File: src/rtl/nibble_serial_addsub_ctrl_pkg.sv
// nibble_serial_addsub_ctrl_pkg: shared types and constants for the nibble-serial add/sub sequencer
// Contents: state_e (IDLE/RUN/DONE), NIBBLE_W slice width, idx_w() index-counter width helper.
package nibble_serial_addsub_ctrl_pkg;
  localparam int NIBBLE_W = 4;
  typedef enum logic [1:0] {
    IDLE = 2'd0,
    RUN  = 2'd1,
    DONE = 2'd2
  } state_e;
  // Width of the nibble index counter; never narrower than one bit.
  function automatic int idx_w(input int n);
    return (n <= 2) ? 1 : $clog2(n);
  endfunction
endpackage

File: src/rtl/addsub_nibble_slice.sv
// addsub_nibble_slice: combinational 4-bit ripple adder-subtractor slice
// Ports: a, b   - operand nibbles (b is inverted when sel=1)
//        sel    - 1 selects subtract (b XOR 1111)
//        cin    - carry into bit 0
//        sum    - 4-bit sum, cout - carry out of bit 3, c3 - carry into bit 3
module addsub_nibble_slice
  import nibble_serial_addsub_ctrl_pkg::*;
(
  input  logic [NIBBLE_W-1:0] a,
  input  logic [NIBBLE_W-1:0] b,
  input  logic                sel,
  input  logic                cin,
  output logic [NIBBLE_W-1:0] sum,
  output logic                cout,
  output logic                c3
);
  logic [NIBBLE_W:0]   c;
  logic [NIBBLE_W-1:0] bx;
  always_comb begin
    bx   = b ^ {NIBBLE_W{sel}};
    c    = '0;
    sum  = '0;
    c[0] = cin;
    for (int i = 0; i < NIBBLE_W; i++) begin
      sum[i]   = a[i] ^ bx[i] ^ c[i];
      c[i+1]   = (a[i] & bx[i]) | (c[i] & (a[i] ^ bx[i]));
    end
  end
  assign cout = c[NIBBLE_W];
  assign c3   = c[NIBBLE_W-1];
endmodule

File: src/rtl/nibble_serial_addsub_ctrl.sv
// nibble_serial_addsub_ctrl: wide add/subtract computed one nibble per clock through a shared slice
// Ports: clk, rst (async active-high)
//        start_valid/start_ready - request handshake; a, b, sel latched on accept
//        res_valid/res_ready     - result handshake; result, carry_out held until next op
//        busy                    - high while RUN or DONE
//        zero, ovf               - present only when ADDSUB_FLAGS_EN is defined
// Optional feature macro: ADDSUB_FLAGS_EN
module nibble_serial_addsub_ctrl
  import nibble_serial_addsub_ctrl_pkg::*;
#(
  parameter int NIBBLES = 4
) (
  input  logic                        clk,
  input  logic                        rst,
  input  logic                        start_valid,
  output logic                        start_ready,
  input  logic [NIBBLE_W*NIBBLES-1:0] a,
  input  logic [NIBBLE_W*NIBBLES-1:0] b,
  input  logic                        sel,
  output logic                        res_valid,
  input  logic                        res_ready,
  output logic [NIBBLE_W*NIBBLES-1:0] result,
  output logic                        carry_out,
`ifdef ADDSUB_FLAGS_EN
  output logic                        zero,
  output logic                        ovf,
`endif
  output logic                        busy
);
  localparam int IW = idx_w(NIBBLES);
  localparam logic [IW-1:0] LAST = IW'(NIBBLES - 1);
  state_e state_q, state_d;
  logic [NIBBLES-1:0][NIBBLE_W-1:0] a_q, a_d, b_q, b_d, res_q, res_d;
  logic sel_q, sel_d, cy_q, cy_d, co_q, co_d;
  logic [IW-1:0] idx_q, idx_d;
  logic [NIBBLE_W-1:0] sum;
  logic cout, c3;
`ifdef ADDSUB_FLAGS_EN
  logic zero_q, zero_d, ovf_q, ovf_d;
  assign zero = zero_q;
  assign ovf  = ovf_q;
`else
  logic unused_c3;
  assign unused_c3 = c3;
`endif
  addsub_nibble_slice u_slice (
    .a   (a_q[idx_q]),
    .b   (b_q[idx_q]),
    .sel (sel_q),
    .cin (cy_q),
    .sum (sum),
    .cout(cout),
    .c3  (c3)
  );
  always_comb begin
    state_d = state_q;
    a_d     = a_q;
    b_d     = b_q;
    sel_d   = sel_q;
    cy_d    = cy_q;
    co_d    = co_q;
    idx_d   = idx_q;
    res_d   = res_q;
`ifdef ADDSUB_FLAGS_EN
    zero_d  = zero_q;
    ovf_d   = ovf_q;
`endif
    if (state_q == IDLE && start_valid) begin
      state_d = RUN;
      a_d     = a;
      b_d     = b;
      sel_d   = sel;
      cy_d    = sel;  // initial carry of 1 completes A + ~B + 1
      idx_d   = '0;
    end else if (state_q == RUN) begin
      res_d[idx_q] = sum;
      cy_d         = cout;
      idx_d        = idx_q + 1'b1;
      if (idx_q == LAST) begin
        state_d = DONE;
        co_d    = cout;
        idx_d   = '0;
`ifdef ADDSUB_FLAGS_EN
        zero_d  = (res_d == '0);
        ovf_d   = c3 ^ cout;
`endif
      end
    end else if (state_q == DONE && res_ready) begin
      state_d = IDLE;
    end
  end
  always_ff @(posedge clk or posedge rst) begin
    if (rst) begin
      state_q <= IDLE;
      a_q     <= '0;
      b_q     <= '0;
      sel_q   <= 1'b0;
      cy_q    <= 1'b0;
      co_q    <= 1'b0;
      idx_q   <= '0;
      res_q   <= '0;
`ifdef ADDSUB_FLAGS_EN
      zero_q  <= 1'b0;
      ovf_q   <= 1'b0;
`endif
    end else begin
      state_q <= state_d;
      a_q     <= a_d;
      b_q     <= b_d;
      sel_q   <= sel_d;
      cy_q    <= cy_d;
      co_q    <= co_d;
      idx_q   <= idx_d;
      res_q   <= res_d;
`ifdef ADDSUB_FLAGS_EN
      zero_q  <= zero_d;
      ovf_q   <= ovf_d;
`endif
    end
  end
  assign start_ready = (state_q == IDLE);
  assign res_valid   = (state_q == DONE);
  assign busy        = (state_q != IDLE);
  assign result      = res_q;
  assign carry_out   = co_q;
endmodule

File: config.mk
export PLATFORM = sky130hd
export DESIGN_NAME = nibble_serial_addsub_ctrl
export DESIGN_NICKNAME = d
export VERILOG_FILES = /design/src/rtl/nibble_serial_addsub_ctrl_pkg.sv /design/src/rtl/addsub_nibble_slice.sv /design/src/rtl/nibble_serial_addsub_ctrl.sv
export SDC_FILE = /design/constraint.sdc
export NUM_CORES = 1
export LEC_CHECK = 0
export CAP_MARGIN = 20
export CORE_MARGIN = 5
export CORE_UTILIZATION = 40
export CTS_BUF_LIST = sky130_fd_sc_hd__clkbuf_4
export DETAILED_ROUTE_END_ITERATION = 12
export DONT_BUFFER_PORTS = 1
export PLACE_DENSITY = 0.53
export SETUP_SLACK_MARGIN = 0.15
export SLEW_MARGIN = 10
export SYNTH_ARGS = -nofsm -noshare
export SYNTH_HDL_FRONTEND = slang
export SYNTH_SLANG_ARGS = --single-unit
File: constraint.sdc
create_clock -name clk -period 2.9 [get_ports clk]
set_clock_uncertainty 0.2 [all_clocks]
set_input_delay 0.435 -clock clk [delete_from_list [all_inputs] [get_ports clk]]
set_output_delay 0.435 -clock clk [all_outputs]
set_load 0.01 [all_outputs]
==> impl_metrics.toml <==
[run_status]
outcome = "finished with violations"
violations = "negative setup slack"

[worst_setup_path]
worst_setup_path_start_kind = "register"
r2r_slack_ns = -0.26
critPathRequiredTime_ns = 2.98
r2r_end = "result[15]$_DFFE_PP0P_"
worstSetupPathType = "reg -> reg"
cp_max_fo = 4
r2r-start = "idx_q[0]$_DFFE_PP0N_"
reg2reg_depth = 10
cp.arrival_ns = 3.24
crit_path_end_kind = "register"

[layout]
fin_cells = 295
fin_area_um2 = 3090
diodes = 0
drive_gt1_frac = 0.386
area_delta_synth_final_pct = 23.6
fin_nets = 264
fillers = 511

[floorplan]
row_count = 28
dieArea_um2 = 7930
io_pins = 57
die_h_um = 89.1
start_util = 0.418
fp.coreArea_um2 = 5990
chipWidth_um = 89.1

[clocking]
root_buffer = "clkbuf_4"
clk_pin_slew_ns = 0.15
clockBufferDepth = 2
tritoncts = "built"
cts_sinks = 55
insertion_delay_ns = 0.38
cts_buffers = 5
htreeDepth = 2

[yosys]
synth_nets = 216
yosys.cell_types.count = 26
synth-edff-count = 0
netlist_area_um2 = 2500
dominantRegCellSynth = "dfrtp_1"
syn_area_per_cell_um2 = 14.6
syn_inst = 171
ys_async_sr_fraction = 1.00
ys_seq_area_frac = 0.550
synth_warnings = 0
synth-seq-cells = 55

[power_and_ir_drop]
p_switching_mw = 1.46
combPwrFrac = 0.531
power_frac_seq = 0.385
p_per_area_nw_per_um2 = 1250
leakagePower_nw = 1.34
clkPwrFrac = 0.085
max-vdd-ir-drop_mv = 0.640
switching_share = 0.380
p_int_mw = 2.39

[grt]
grt_usage = 0.135
grt_pass1_vias = 1673
antenna_found_initial = 0
grt_pass1_wl_um = 8180
gr-total-overflow = 0
grt_max_degree = 56

[sta]
drv_slew = 0
rsz0062_at_grt = "true"
timing.fmax_mhz = 316
tightest_slew_ns = 0.668
finalCriticalPeriod_ns = 3.16
setup_viol = 6
layout_setup_ws_ns = -0.263
period_share = 1.09
hold_viol_final = 0
slew_headroom = 0.554

[detailed_routing]
ant_nets = 0
met1_length_um = 1920
drt_first_pass_iters = 4
highest_layer = "met4"
drt_iter0_drc = 34
vias = 1502
routed_wirelength_um = 4760
drc = 0
viasPerCell = 5.09
dr_wl_met2_um = 2400
route.met3.wl_um = 373
wire_per_inst_um = 16.1

[placement]
place_congestion = 0.712
pre_cts_slack_ns = -0.281
port_buffers = 0
dp_hpwl_um = 3560
dp_cells = 252
place_area_um2 = 2670

[worst_hold_path]
min_path_cells = 1
holdPathEnd = "a_q[3]$_DFFE_PP0P_"
hold_class = "in -> reg"
hp-start = "a[3]"

[run]
cap_violations = 0
cell type report:
class                   count  area (um^2)  share of cell area
flip-flops and latches     55         1380               0.445
multi-input cells          96         1070               0.345
repair buffers             49          453               0.146
well taps                  75         93.8              0.0304
inverters                  12         45.0              0.0146
clock buffers               5         37.5              0.0121
clock inverters             3         20.0             0.00648
through the flow:
step | power (mW) | hold WS, ns | setup TNS (ns) | utilization
floorplan | 2.87 | 0.272 | -1.51 | -
global placement | 3.32 | 0.284 | -1.10 | 0.445
detailed placement | 3.42 | 0.292 | -1.42 | 0.445
CTS | 3.82 | 0.00194 | -1.42 | 0.510
global route | 4.24 | 0.000210 | -1.97 | 0.516
finish | 3.86 | 0.0122 | -1.22 | 0.516
synth_stat cells (2+ instances only):
library cell | instances | share of area
a21oi_1 | 3 | 0.0060
fa_1 | 4 | 0.032
nor2_1 | 2 | 0.0030
mux2_2 | 42 | 0.19
nand2_1 | 9 | 0.014
xnor2_1 | 2 | 0.0070
o21ai_0 | 8 | 0.016
ha_1 | 4 | 0.020
nand3b_1 | 4 | 0.012
dfrtp_1 | 55 | 0.55
inv_1 | 12 | 0.018
buf_2 | 3 | 0.0060
xor2_1 | 2 | 0.0070
buf_4 | 3 | 0.0090
mux4_2 | 3 | 0.027
mux4_1 | 5 | 0.053
worst max-delay path, cell delays in order (launching register included):
cell     delay, ns
dfrtp_1       0.42
mux4_2        0.54
xnor2_2       0.15
fa_2          0.34
inv_2         0.06
fa_2          0.18
inv_2         0.03
fa_2          0.32
inv_2         0.07
fa_2          0.45
mux2_4        0.28
how the worst max path moves through the flow:
stage,start,end,depth (start not counted)
finish,idx_q[0]$_DFFE_PP0N_,result[15]$_DFFE_PP0P_,10
detailed placement,idx_q[0]$_DFFE_PP0N_,result[11]$_DFFE_PP0P_,10
global placement,idx_q[0]$_DFFE_PP0N_,result[11]$_DFFE_PP0P_,10
floorplan,idx_q[0]$_DFFE_PP0N_,result[11]$_DFFE_PP0P_,11
global route,idx_q[0]$_DFFE_PP0N_,result[15]$_DFFE_PP0P_,10
CTS,idx_q[0]$_DFFE_PP0N_,result[11]$_DFFE_PP0P_,10
flip-flops by register name, summed over array words and instances (netlist names):
signal / count
a_q: 16
carry_out: 1
state_q: 2
idx_q: 2
cy_q: 1
sel_q: 1
b_q: 16
result: 16
timing repair:
action                                  in CTS  in global routing
hold endpoints to repair                    86                  2
pin swaps                                    5                  2
gates cloned                                 0                  0
endpoints found under the setup margin      10                 10
resized for setup                            4                  9
setup buffers                                1                  0
hold buffers                                32                  2
routing by layer:
layer,vias up,GRT usage
met5,-,0
met4,0,0.0365
met3,7,0.0525
met2,42,0.225
met1,761,0.165
li1,692,-
cell families (layout without fill, tap and decap cells):
family,count (synthesis),in the layout,share of synthesized area
buffers and inverters,20,69,0.0390
AOI/OAI and AO/OA,16,16,0.0380
adders and majority gates,8,8,0.0520
and+or+nand+nor,18,18,0.0380
xor gates and xnor gates,4,4,0.0140
DFF,55,55,0.550
muxes,50,50,0.269
cell usage in the layout, fill, tap and decap left out, types with 4 or more instances in the layout:
cell type and count:
mux2_2 40, mux4_2 4, inv_2 5, buf_4 15
dfrtp_1 55, mux4_1 4, ha_1 4, clkbuf_4 5
inv_1 7, o21ai_0 4, dlygate4sd3_1 34, fa_2 4
nand2_1 9, nand3b_1 4
power groups by stage:
| stage | Combinational (mW) | Clock, mW | Sequential [mW] |
|---|---|---|---|
| 3_3_place_gp | 1.82 | 0 | 1.49 |
| 5_1_grt | 2.32 | 0.371 | 1.54 |
| 6_report | 2.05 | 0.327 | 1.48 |
| 3_5_place_dp | 1.90 | 0 | 1.51 |
| 4_1_cts | 1.99 | 0.342 | 1.49 |
| 2_1_floorplan | 1.50 | 0 | 1.37 |
Power figures use the tool's default switching activity.
